**config.mk**
```make
export PLATFORM = sky130hd
export DESIGN_NAME = sha_multi_operand_adder
export DESIGN_NICKNAME = d
export VERILOG_FILES = /design/src/rtl/sha_add_pkg.sv /design/src/rtl/sha_cla_group.sv /design/src/rtl/sha_multi_operand_adder.sv
export SDC_FILE = /design/constraint.sdc
export NUM_CORES = 1
export LEC_CHECK = 0
export CAP_MARGIN = 20
export CORE_MARGIN = 5
export CORE_UTILIZATION = 51
export DETAILED_ROUTE_END_ITERATION = 8
export PLACE_DENSITY = 0.93
export REMOVE_ABC_BUFFERS = 1
export SLEW_MARGIN = 10
export SYNTH_ARGS = -nofsm -noshare
export SYNTH_HDL_FRONTEND = slang
export SYNTH_SLANG_ARGS = --single-unit
export TNS_END_PERCENT = 1
```
**constraint.sdc**
```tcl
create_clock -name clk -period 5.27 [get_ports clk]
set_clock_uncertainty 0.2 [all_clocks]
set_input_delay 1.054 -clock clk [delete_from_list [all_inputs] [get_ports clk]]
set_output_delay 1.054 -clock clk [all_outputs]
set_load 0.02 [all_outputs]
```
**src/rtl/sha_add_pkg.sv**
```systemverilog
// sha_add_pkg: shared constants and helpers for the SHA-256 multi-operand adder
package sha_add_pkg;
   localparam int SHA_WORD_W = 32;
   localparam int DEFAULT_CHUNK = 4;
   localparam int NUM_GROUPS = SHA_WORD_W / DEFAULT_CHUNK;
   // every 3:2 level turns each complete triple of words into a pair
   function automatic int csa_levels(input int n);
      int m, l;
      m = n;
      l = 0;
      while (m > 2) begin
         m = m - m / 3;
         l++;
      end
      return l;
   endfunction
endpackage

```
**src/rtl/sha_cla_group.sv**
```systemverilog
// sha_cla_group: one lookahead group of the final adder, local sum plus group generate/propagate
module sha_cla_group import sha_add_pkg::*; #(
   parameter int CHUNK = DEFAULT_CHUNK
) (
   input  logic [CHUNK-1:0] a,
   input  logic [CHUNK-1:0] b,
   input  logic             cin,
   output logic [CHUNK-1:0] sum,
   output logic             g,
   output logic             p
);
   logic [CHUNK:0] raw;
   assign raw = {1'b0, a} + {1'b0, b};
   assign g = raw[CHUNK];
   assign p = &(a ^ b);
   assign sum = raw[CHUNK-1:0] + CHUNK'(cin);
endmodule

```
**src/rtl/sha_multi_operand_adder.sv**
```systemverilog
// sha_multi_operand_adder: two-stage elastic modular sum of up to NUM_OPS words (CSA tree + grouped lookahead)
module sha_multi_operand_adder import sha_add_pkg::*; #(
   parameter int WIDTH = SHA_WORD_W,
   parameter int NUM_OPS = 5,
   parameter int CHUNK = DEFAULT_CHUNK,
   parameter int TAG_W = 4
) (
   input  logic                     clk,
   input  logic                     reset,
   input  logic                     in_valid,
   output logic                     in_ready,
   input  logic [NUM_OPS*WIDTH-1:0] in_ops,
   input  logic [NUM_OPS-1:0]       in_en,
   input  logic [TAG_W-1:0]         in_tag,
   output logic                     out_valid,
   input  logic                     out_ready,
   output logic [WIDTH-1:0]         out_sum,
   output logic [TAG_W-1:0]         out_tag
);
   localparam int GROUPS = WIDTH / CHUNK;
   localparam int LEVELS = csa_levels(NUM_OPS);
   logic s1_valid, s2_valid, adv, take, unused_cout;
   logic [WIDTH-1:0] red_s, red_c, s1_s, s1_c, sum;
   logic [TAG_W-1:0] s1_tag;
   logic [WIDTH-1:0] w [NUM_OPS];
   logic [WIDTH-1:0] nw [NUM_OPS];
   logic [GROUPS-1:0] g, p;
   logic [GROUPS:0] cy;
   assign adv = !s2_valid || out_ready;
   assign in_ready = !s1_valid || adv;
   assign take = in_valid && in_ready;
   assign out_valid = s2_valid;
   assign unused_cout = cy[GROUPS];
   // CSA tree: mask operands, then compress triples level by level until two words remain
   always_comb begin
      int n, t;
      n = NUM_OPS;
      t = 0;
      for (int i = 0; i < NUM_OPS; i++) w[i] = in_en[i] ? in_ops[i*WIDTH +: WIDTH] : '0;
      for (int j = 0; j < NUM_OPS; j++) nw[j] = '0;
      for (int l = 0; l < LEVELS; l++) begin
         t = n / 3;
         for (int j = 0; j < NUM_OPS; j++) nw[j] = '0;
         for (int k = 0; k < NUM_OPS / 3; k++)
            if (k < t) begin
               nw[2*k] = w[3*k] ^ w[3*k+1] ^ w[3*k+2];
               nw[2*k+1] = ((w[3*k] & w[3*k+1]) | (w[3*k] & w[3*k+2]) | (w[3*k+1] & w[3*k+2])) << 1;
            end
         for (int j = 0; j < NUM_OPS; j++) if (j >= 3*t && j < n) nw[j-t] = w[j];
         w = nw;
         n = n - t;
      end
      red_s = w[0];
      red_c = w[1];
   end
   // stage 1: capture the reduced pair on an input transfer, empty when it drains into stage 2
   always_ff @(posedge clk or posedge reset)
      if (reset) begin
         s1_valid <= 1'b0;
         s1_s <= '0;
         s1_c <= '0;
         s1_tag <= '0;
      end else if (take) begin
         s1_valid <= 1'b1;
         s1_s <= red_s;
         s1_c <= red_c;
         s1_tag <= in_tag;
      end else if (adv) s1_valid <= 1'b0;
   for (genvar j = 0; j < GROUPS; j++) begin : grp
      sha_cla_group #(.CHUNK(CHUNK)) u_grp (
         .a(s1_s[j*CHUNK +: CHUNK]),
         .b(s1_c[j*CHUNK +: CHUNK]),
         .cin(cy[j]),
         .sum(sum[j*CHUNK +: CHUNK]),
         .g(g[j]),
         .p(p[j])
      );
   end
   // group carry lookahead; the carry out of the top group is dropped (mod 2^WIDTH)
   always_comb begin
      cy[0] = 1'b0;
      for (int j = 0; j < GROUPS; j++) cy[j+1] = g[j] | (p[j] & cy[j]);
   end
   // stage 2: register the final sum whenever the output slot is free or being consumed
   always_ff @(posedge clk or posedge reset)
      if (reset) begin
         s2_valid <= 1'b0;
         out_sum <= '0;
         out_tag <= '0;
      end else if (adv) begin
         s2_valid <= s1_valid;
         if (s1_valid) begin
            out_sum <= sum;
            out_tag <= s1_tag;
         end
      end
endmodule

```
==> Word-level counts from Yosys, hierarchy flattened <==
Cells that the tools add are included.
{ "classes": {"n_addsub": 15, "mux": 7, "bitwise": 39, "n_reduce_logical": 13} }
{ "op_table": {"columns": ["cell", "count"], "rows": [
  ["$and A31 B31 Y31", 9],
  ["$xor A32 B32 Y32", 6],
  ["$or A31 B31 Y31", 6],
  ["$mux W32", 5],
  ["$add A4 B4 Y5", 7],
  ["$add A4 B1 Y4", 7],
  ["$reduce_and A4 Y1", 6],
  ["$xor A4 B4 Y4", 6],
  ["$and A1 B1 Y1", 6],
  ["$or A1 B1 Y1", 6],
  ["$add A4 B4 Y4", 1],
  ["$logic_not A1 Y1", 2],
  ["$logic_or A1 B1 Y1", 2],
  ["$mux W1", 2],
  ["$reduce_and A2 Y1", 1],
  ["$reduce_bool A2 Y1", 1],
  ["$logic_and A1 B1 Y1", 1]
]} }
{ "totals": {"reg_bits": 105, "input_bits": 173, "out_inout_bits": 38, "elab_cells": 81} }

==> Depth between registers and ports, before layout <==
Gate-level depths: netlist of the first run.
{ "depth": {"depth_word": 15, "mapped_depth": 13, "ltp_nobuf": 13} }

==> Hierarchy <==
A second synthesis of the first run with hierarchy kept.
{ "hier_totals": {"cells_unflattened": 796, "area_unflattened_um2": 8765.9} }
{ "modules_own_cells": {"columns": ["module", "n_inst", "cells_each", "area_each_um2", "seq_area_each_um2"], "rows": [
  ["sha_multi_operand_adder", 1, 572, 6854.1, 2627.5],
  ["sha_cla_group", 8, 28, 239.0, 0.0]
]} }

==> Least setup slack after synthesis of the first run <==
Ideal clock, no wire load.
{ "synth_path": {"path_kind": "input port to flip-flop", "start": "in in_en[2]", "end": "reg s1_s[1]", "setup_ns": 0.125, "arrival_ns": 3.134, "t_required_ns": 4.945, "slack_ns": 1.811, "path_stages": 8, "n_path_buf": 1, "path_cell_list": "clkbuf_1 and2_1 fa_1 inv_1 fa_1 inv_1 fa_1 mux2_2"} }
{ "synth_rtl": {"columns": ["item", "line_no", "text"], "rows": [
  ["start: declaration", "sha_multi_operand_adder.sv:13", "input logic [NUM_OPS-1:0] in_en,"],
  ["end signal: assignment", "sha_multi_operand_adder.sv:65", "s1_s <= red_s;"],
  ["end: declaration", "sha_multi_operand_adder.sv:23", "logic [WIDTH-1:0] red_s, red_c, s1_s, s1_c, sum;"]
]} }

==> flow_metrics.env, run 1 <==
export IMPL_run_status="finished, final reports clean"
export IMPL_stdcell_count=1217
export IMPL_multi_input_area_um2=5350
export IMPL_ys_flop_type="dfrtp_1"
export IMPL_die_area_um2=19600
export IMPL_dpl_hpwl_mm=16.2
export IMPL_rrSetupSlack_ns=1.71
export IMPL_postCtsHoldBufs=0
export IMPL_min_to="out_sum[31]"
export IMPL_rsz0062_at_grt="false"
export IMPL_synthDistinctLibCells=38
export IMPL_r2r_end="out_sum[29]"
export IMPL_wirelength_mm=20.6
export IMPL_synth_cells=789
export IMPL_regArea_um2=2630
export IMPL_fin_util_pct=67.8
export IMPL_clkTransAtPathRegs_ns=0.07
export IMPL_end_kind="flop"
export IMPL_routedWlPerCell_um=17.0
export IMPL_hp_class="reg -> reg"
export IMPL_max_freq_mhz=249
export IMPL_fin_tns_setup_ns=0
export IMPL_setup_viol_count_final=0
export IMPL_coreArea_um2=16600
export IMPL_period_needed_ns=4.01
export IMPL_hold_path_startpoint="out_sum[31]"
export IMPL_die_w_um=140
export IMPL_netlist_top_cells_area="dfrtp_1 (31%), fa_1 (23%), and2_1 (9.2%), mux2_2 (8.9%), ha_1 (6.2%)"
export IMPL_ff2ff_path_depth=10
export IMPL_drc_errors=0
export IMPL_start_kind="primary input"
export IMPL_netlist_area_um2=8610
export IMPL_fill_cells=1248
export IMPL_io_buffers=210
export IMPL_synth_edff_count=0
export IMPL_syn_area_per_cell_um2=10.9
export IMPL_synthDominantCellAreaShare_pct=30.5
export IMPL_yosys_area_top_type="dfrtp_1"
export IMPL_drt_iter0_drc=238
export IMPL_cts_tree="built"
export IMPL_fin_crit_sh_pct=76.1
export IMPL_die_height_um=140
export IMPL_maxCapViolations=0
export IMPL_pin_count=211
export IMPL_worst_pin_slew_ns=0.982
export IMPL_grt_max_degree=84
export IMPL_fp_row_count=47
export IMPL_numCtsBuffers=9
export IMPL_dp_cells=1198
export IMPL_via_per_inst=5.01
export IMPL_pwr_density_cell_nw_per_um2=372
export IMPL_globalplace_congestion=0.788
export IMPL_clockBufferDepth=2
export IMPL_cts_resized=0
export IMPL_dr_pass1_iters=4
export IMPL_worst_endpoint_required_ns=5.29
export IMPL_ys_warn_count=0
export IMPL_finalHoldViolations=0
export IMPL_final_max_slew_viol_count=0
export IMPL_syn_to_final_growth_pct=30.7
export IMPL_root_buffer="clkbuf_16"
export IMPL_grt_first_pass_wirelength_mm=34.0
export IMPL_cts_setup_buffers=0
export IMPL_start_util_pct=51.9
export IMPL_path_class="in -> reg"
export IMPL_antenna_found_initial=2
export IMPL_r2r_start="s1_c[16]"
export IMPL_p_leak_nw=5.30
export IMPL_arrival_ns=4.04
export IMPL_final_common_cell="clkdlybuf4s50_1"
export IMPL_grt_util_all_layers_pct=21.7
export IMPL_first_global_vias=6938
export IMPL_drive_above_1_share_pct=10.7
export IMPL_layout_common_cells="clkdlybuf4s50_1 (210), inv_1 (133), and2_1 (126), dfrtp_1 (105), fa_1 (100)"
export IMPL_async_flop_share_pct=100
export IMPL_yosys_register_bits=105
export IMPL_ir_drop_mv=0.227
export IMPL_finalPower_mw=4.18
export IMPL_holdPathStages=2
export IMPL_htree_num_levels=3
export IMPL_fin_nets=1307
export IMPL_holdWs_ns=0.287
export IMPL_ys_seq_area_share_pct=30.5
export IMPL_grt_remaining_overflow=0
export IMPL_slew_headroom_pct=34.5
export IMPL_worstSetupStartpoint="in_en[0]"
export IMPL_cts_sinks=105
export IMPL_ant_nets=0
export IMPL_worstSkewPairLatency_ns=0.35
export IMPL_path_max_fanout=21
export IMPL_vias=6099
-- where the power goes --
part	internal (mW)	switching, mW	leakage [nW]
Clock	0.347	0.307	0.143
Combinational	1.12	1.09	3.88
Sequential	1.12	0.195	1.28
-- through the flow --
step	setup slack, ns	cell area (um2)
detailed placement	0.838	10900
floorplan	1.26	8480
global route	1.10	11300
CTS	1.21	11200
finish	1.26	11300
global placement	1.00	10900
-- layout make-up --
cell class	count	area share (%)
antenna	1	0.0222
clock buffer	12	2.28
clock inverter	4	0.245
inverter	134	4.49
multi-input combinational	523	47.6
sequential	105	23.4
tap	220	2.45
timing repair buffer	218	19.6
-- how the worst max path moves through the flow --
stage | to | slack (ns) | depth (start not counted)
2_1_floorplan | out_sum[0] | 1.26 | 1
3_3_place_gp | s1_s[18] | 1.00 | 9
3_5_place_dp | s1_s[18] | 0.84 | 9
4_1_cts | s1_s[28] | 1.21 | 9
5_1_grt | s1_s[26] | 1.10 | 9
6_report | s1_s[28] | 1.26 | 9
-- cell usage after synthesis, types with 2 or more instances --
| master | count |
|---|---|
| nor3b_2 | 3 |
| a21o_1 | 11 |
| buf_2 | 8 |
| nand2_1 | 55 |
| inv_1 | 134 |
| nor2_1 | 4 |
| o21ai_1 | 9 |
| fa_1 | 100 |
| nand3_1 | 4 |
| dfrtp_1 | 105 |
| ha_1 | 43 |
| o21ai_0 | 10 |
| clkbuf_1 | 16 |
| nand4_1 | 5 |
| and2_1 | 126 |
| xor2_1 | 10 |
| buf_6 | 3 |
| nand2b_1 | 5 |
| mux2_2 | 68 |
| xor2_2 | 3 |
| nor2b_1 | 2 |
| a21oi_1 | 12 |
| xnor2_1 | 21 |
| mux2_1 | 18 |
-- metal layers --
metal / up-vias / GRT usage, % / wire length [um]
met5: - / 0 / 18
met4: 2 / 7.96 / 568
met3: 41 / 3.61 / 1190
met2: 176 / 39.1 / 10800
met1: 3029 / 26.1 / 8020
li1: 2851 / - / -
-- registers in the layout (all words and copies together) (netlist names) --
register / flops
s1_c: 31
s1_s: 32
out_sum: 32
s1_tag: 4
out_valid: 1
s1_valid: 1
out_tag: 4
-- critical path, stage by stage --
cell and delay, ns:
clkdlybuf4s50_1 0.77, buf_4 0.33, and2_1 0.19, fa_1 0.43, inv_1 0.08, fa_1 0.40
inv_1 0.08, fa_1 0.40, mux2_1 0.29
-- cell families after synthesis --
| logic type | synth area share, % |
|---|---|
| and+or+nand+nor | 14.0 |
| buffers and inverters | 7.40 |
| AOI/OAI and AO/OA | 3.66 |
| xor gates and xnor gates | 3.72 |
| muxes | 11.2 |
| DFF | 30.5 |
| adders and majority gates | 29.5 |
No activity file was read; power rests on OpenSTA's default activity.
==> run 2: changes to the inputs <==
Clock period 5.27 ns to 3.77 ns, I/O delays scaled along.
==> run 2 against run 1 <==
Compared with the run above:
- global-route usage fell by 0.27 points
- final area grew 0.88%
- clock power grew 65%
- sequential share of layout area shrank 0.20 points
- clock-buffer cell count is 3 lower
- sequential power rose by 39%
- non-clock buffer count is 1 higher
- sequential cell count unchanged
==> flow_metrics.env, run 2 (synthesis results as in run 1) <==
export IMPL_numCtsBuffers=9
export IMPL_drc_errors=0
export IMPL_routedWlPerCell_um=16.7
export IMPL_ir_drop_mv=0.287
export IMPL_run_status="finished, final reports clean"
export IMPL_dpl_hpwl_mm=15.9
export IMPL_grt_util_all_layers_pct=21.4
export IMPL_fin_crit_sh_pct=93.4
export IMPL_path_max_fanout=2
export IMPL_pwr_density_cell_nw_per_um2=529
export IMPL_die_w_um=140
export IMPL_final_common_cell="clkdlybuf4s50_1"
export IMPL_top_regs="out_sum (32), s1_s (32), s1_c (31)"
export IMPL_maxCapViolations=0
export IMPL_io_buffers=210
export IMPL_finalHoldViolations=0
export IMPL_p_leak_nw=5.34
export IMPL_first_global_vias=6835
export IMPL_start_kind="flop"
export IMPL_die_height_um=140
export IMPL_htree_num_levels=3
export IMPL_fin_tns_setup_ns=0
export IMPL_cts_tree="built"
export IMPL_vias=6073
export IMPL_grt_first_pass_wirelength_mm=33.4
export IMPL_final_max_slew_viol_count=0
export IMPL_fin_nets=1308
export IMPL_fin_util_pct=68.4
export IMPL_path_class="reg -> reg"
export IMPL_die_area_um2=19600
export IMPL_dr_pass1_iters=4
export IMPL_cts_setup_buffers=0
export IMPL_grt_remaining_overflow=0
export IMPL_via_per_inst=4.99
export IMPL_antennaDiodeCount=0
export IMPL_hp_class="reg -> reg"
export IMPL_fp_row_count=47
export IMPL_grt_max_degree=69
export IMPL_arrival_ns=3.56
export IMPL_max_freq_mhz=284
export IMPL_clockBufferDepth=2
export IMPL_worstSkewPairLatency_ns=0.35
export IMPL_syn_to_final_growth_pct=31.8
export IMPL_coreArea_um2=16600
export IMPL_end_kind="flop"
export IMPL_drive_above_1_share_pct=10.9
export IMPL_postCtsHoldBufs=0
export IMPL_rsz0062_at_grt="false"
export IMPL_clkTransAtPathRegs_ns=0.07
export IMPL_start_util_pct=51.9
export IMPL_period_needed_ns=3.52
export IMPL_pin_count=211
export IMPL_globalplace_congestion=0.808
export IMPL_worst_pin_slew_ns=0.961
export IMPL_slew_headroom_pct=35.9
export IMPL_ant_nets=0
export IMPL_drt_iter0_drc=187
export IMPL_worst_endpoint_required_ns=3.80
export IMPL_setup_viol_count_final=0
export IMPL_wirelength_mm=20.4
export IMPL_antenna_found_initial=0
export IMPL_layout_common_cells="clkdlybuf4s50_1 (210), inv_1 (133), and2_1 (126), dfrtp_1 (105), fa_1 (100)"
export IMPL_cts_sinks=105
export IMPL_root_buffer="clkbuf_16"
export IMPL_cts_resized=0
[run 2: cell count changes in the layout (fill, tap and decap cells not counted)]
| cell | before | now |
|---|---|---|
| diode_2 | 1 | 0 |
| bufinv_16 | 0 | 3 |
| buf_12 | 0 | 6 |
| clkbuf_1 | 1 | 0 |
| clkinv_4 | 2 | 1 |
| buf_4 | 6 | 3 |
| inv_6 | 0 | 1 |
| clkbuf_8 | 2 | 0 |
| buf_16 | 2 | 0 |
[run 2: final cells by class]
cell class	instances	area (um2)
Clock buffer	9	225
Clock inverter	7	118
Fill cell	1215	5230
Inverter	134	505
Multi-Input combinational cell	523	5350
Sequential cell	105	2630
Tap cell	220	275
Timing Repair Buffer	219	2240
[run 2: where the power goes]
part,switching (mW),internal [mW],total [mW]
combinational,1.52,1.57,3.08
sequential,0.271,1.57,1.84
clock,0.430,0.651,1.08
total,2.22,3.78,6.00
[run 2: worst max-delay path, stage by stage, from the launching register on]
cell and delay (ns):
dfrtp_1 0.40, ha_1 0.23, fa_1 0.41, a21o_1 0.17, a21oi_1 0.31, nand4b_1 0.17, o21ai_2 0.28, o31ai_2 0.11
fa_1 0.42, fa_1 0.43, mux2_2 0.26
[run 2: stage by stage]
stage	area (um2)	power, mW	hold WS [ns]	std cells	setup WS [ns]
after floorplan	8480	3.81	0.269	762	0.0555
after global placement	11000	4.77	0.261	1201	0.0444
after detailed placement	11000	4.95	0.271	1201	0.00532
after CTS	11300	6.07	0.288	1217	0.251
after global routing	11300	6.45	0.312	1217	0.128
final	11300	6.00	0.282	1217	0.248
[run 2: path summary, 6_finish.rpt]
check / to / slack (ns) / startpoint / depth (start not counted)
min in group asynchronous: s1_tag[1] / 0.65 / reset / 2
worst min-delay path: out_sum[31] / 0.28 / out_sum[31] / 2
worst max-delay path: out_sum[29] / 0.25 / s1_c[16] / 10
max in group asynchronous: out_tag[0] / 2.01 / reset / 3
worst min register to register: out_sum[31] / 0.28 / out_sum[31] / 2
worst max register to register: out_sum[29] / 0.25 / s1_c[16] / 10
[run 2: routing by layer]
layer	wire, um	GRT usage (%)
met1	8080	25.5
met4	664	8.62
met5	0	0
met2	10500	38.4
met3	1080	3.95
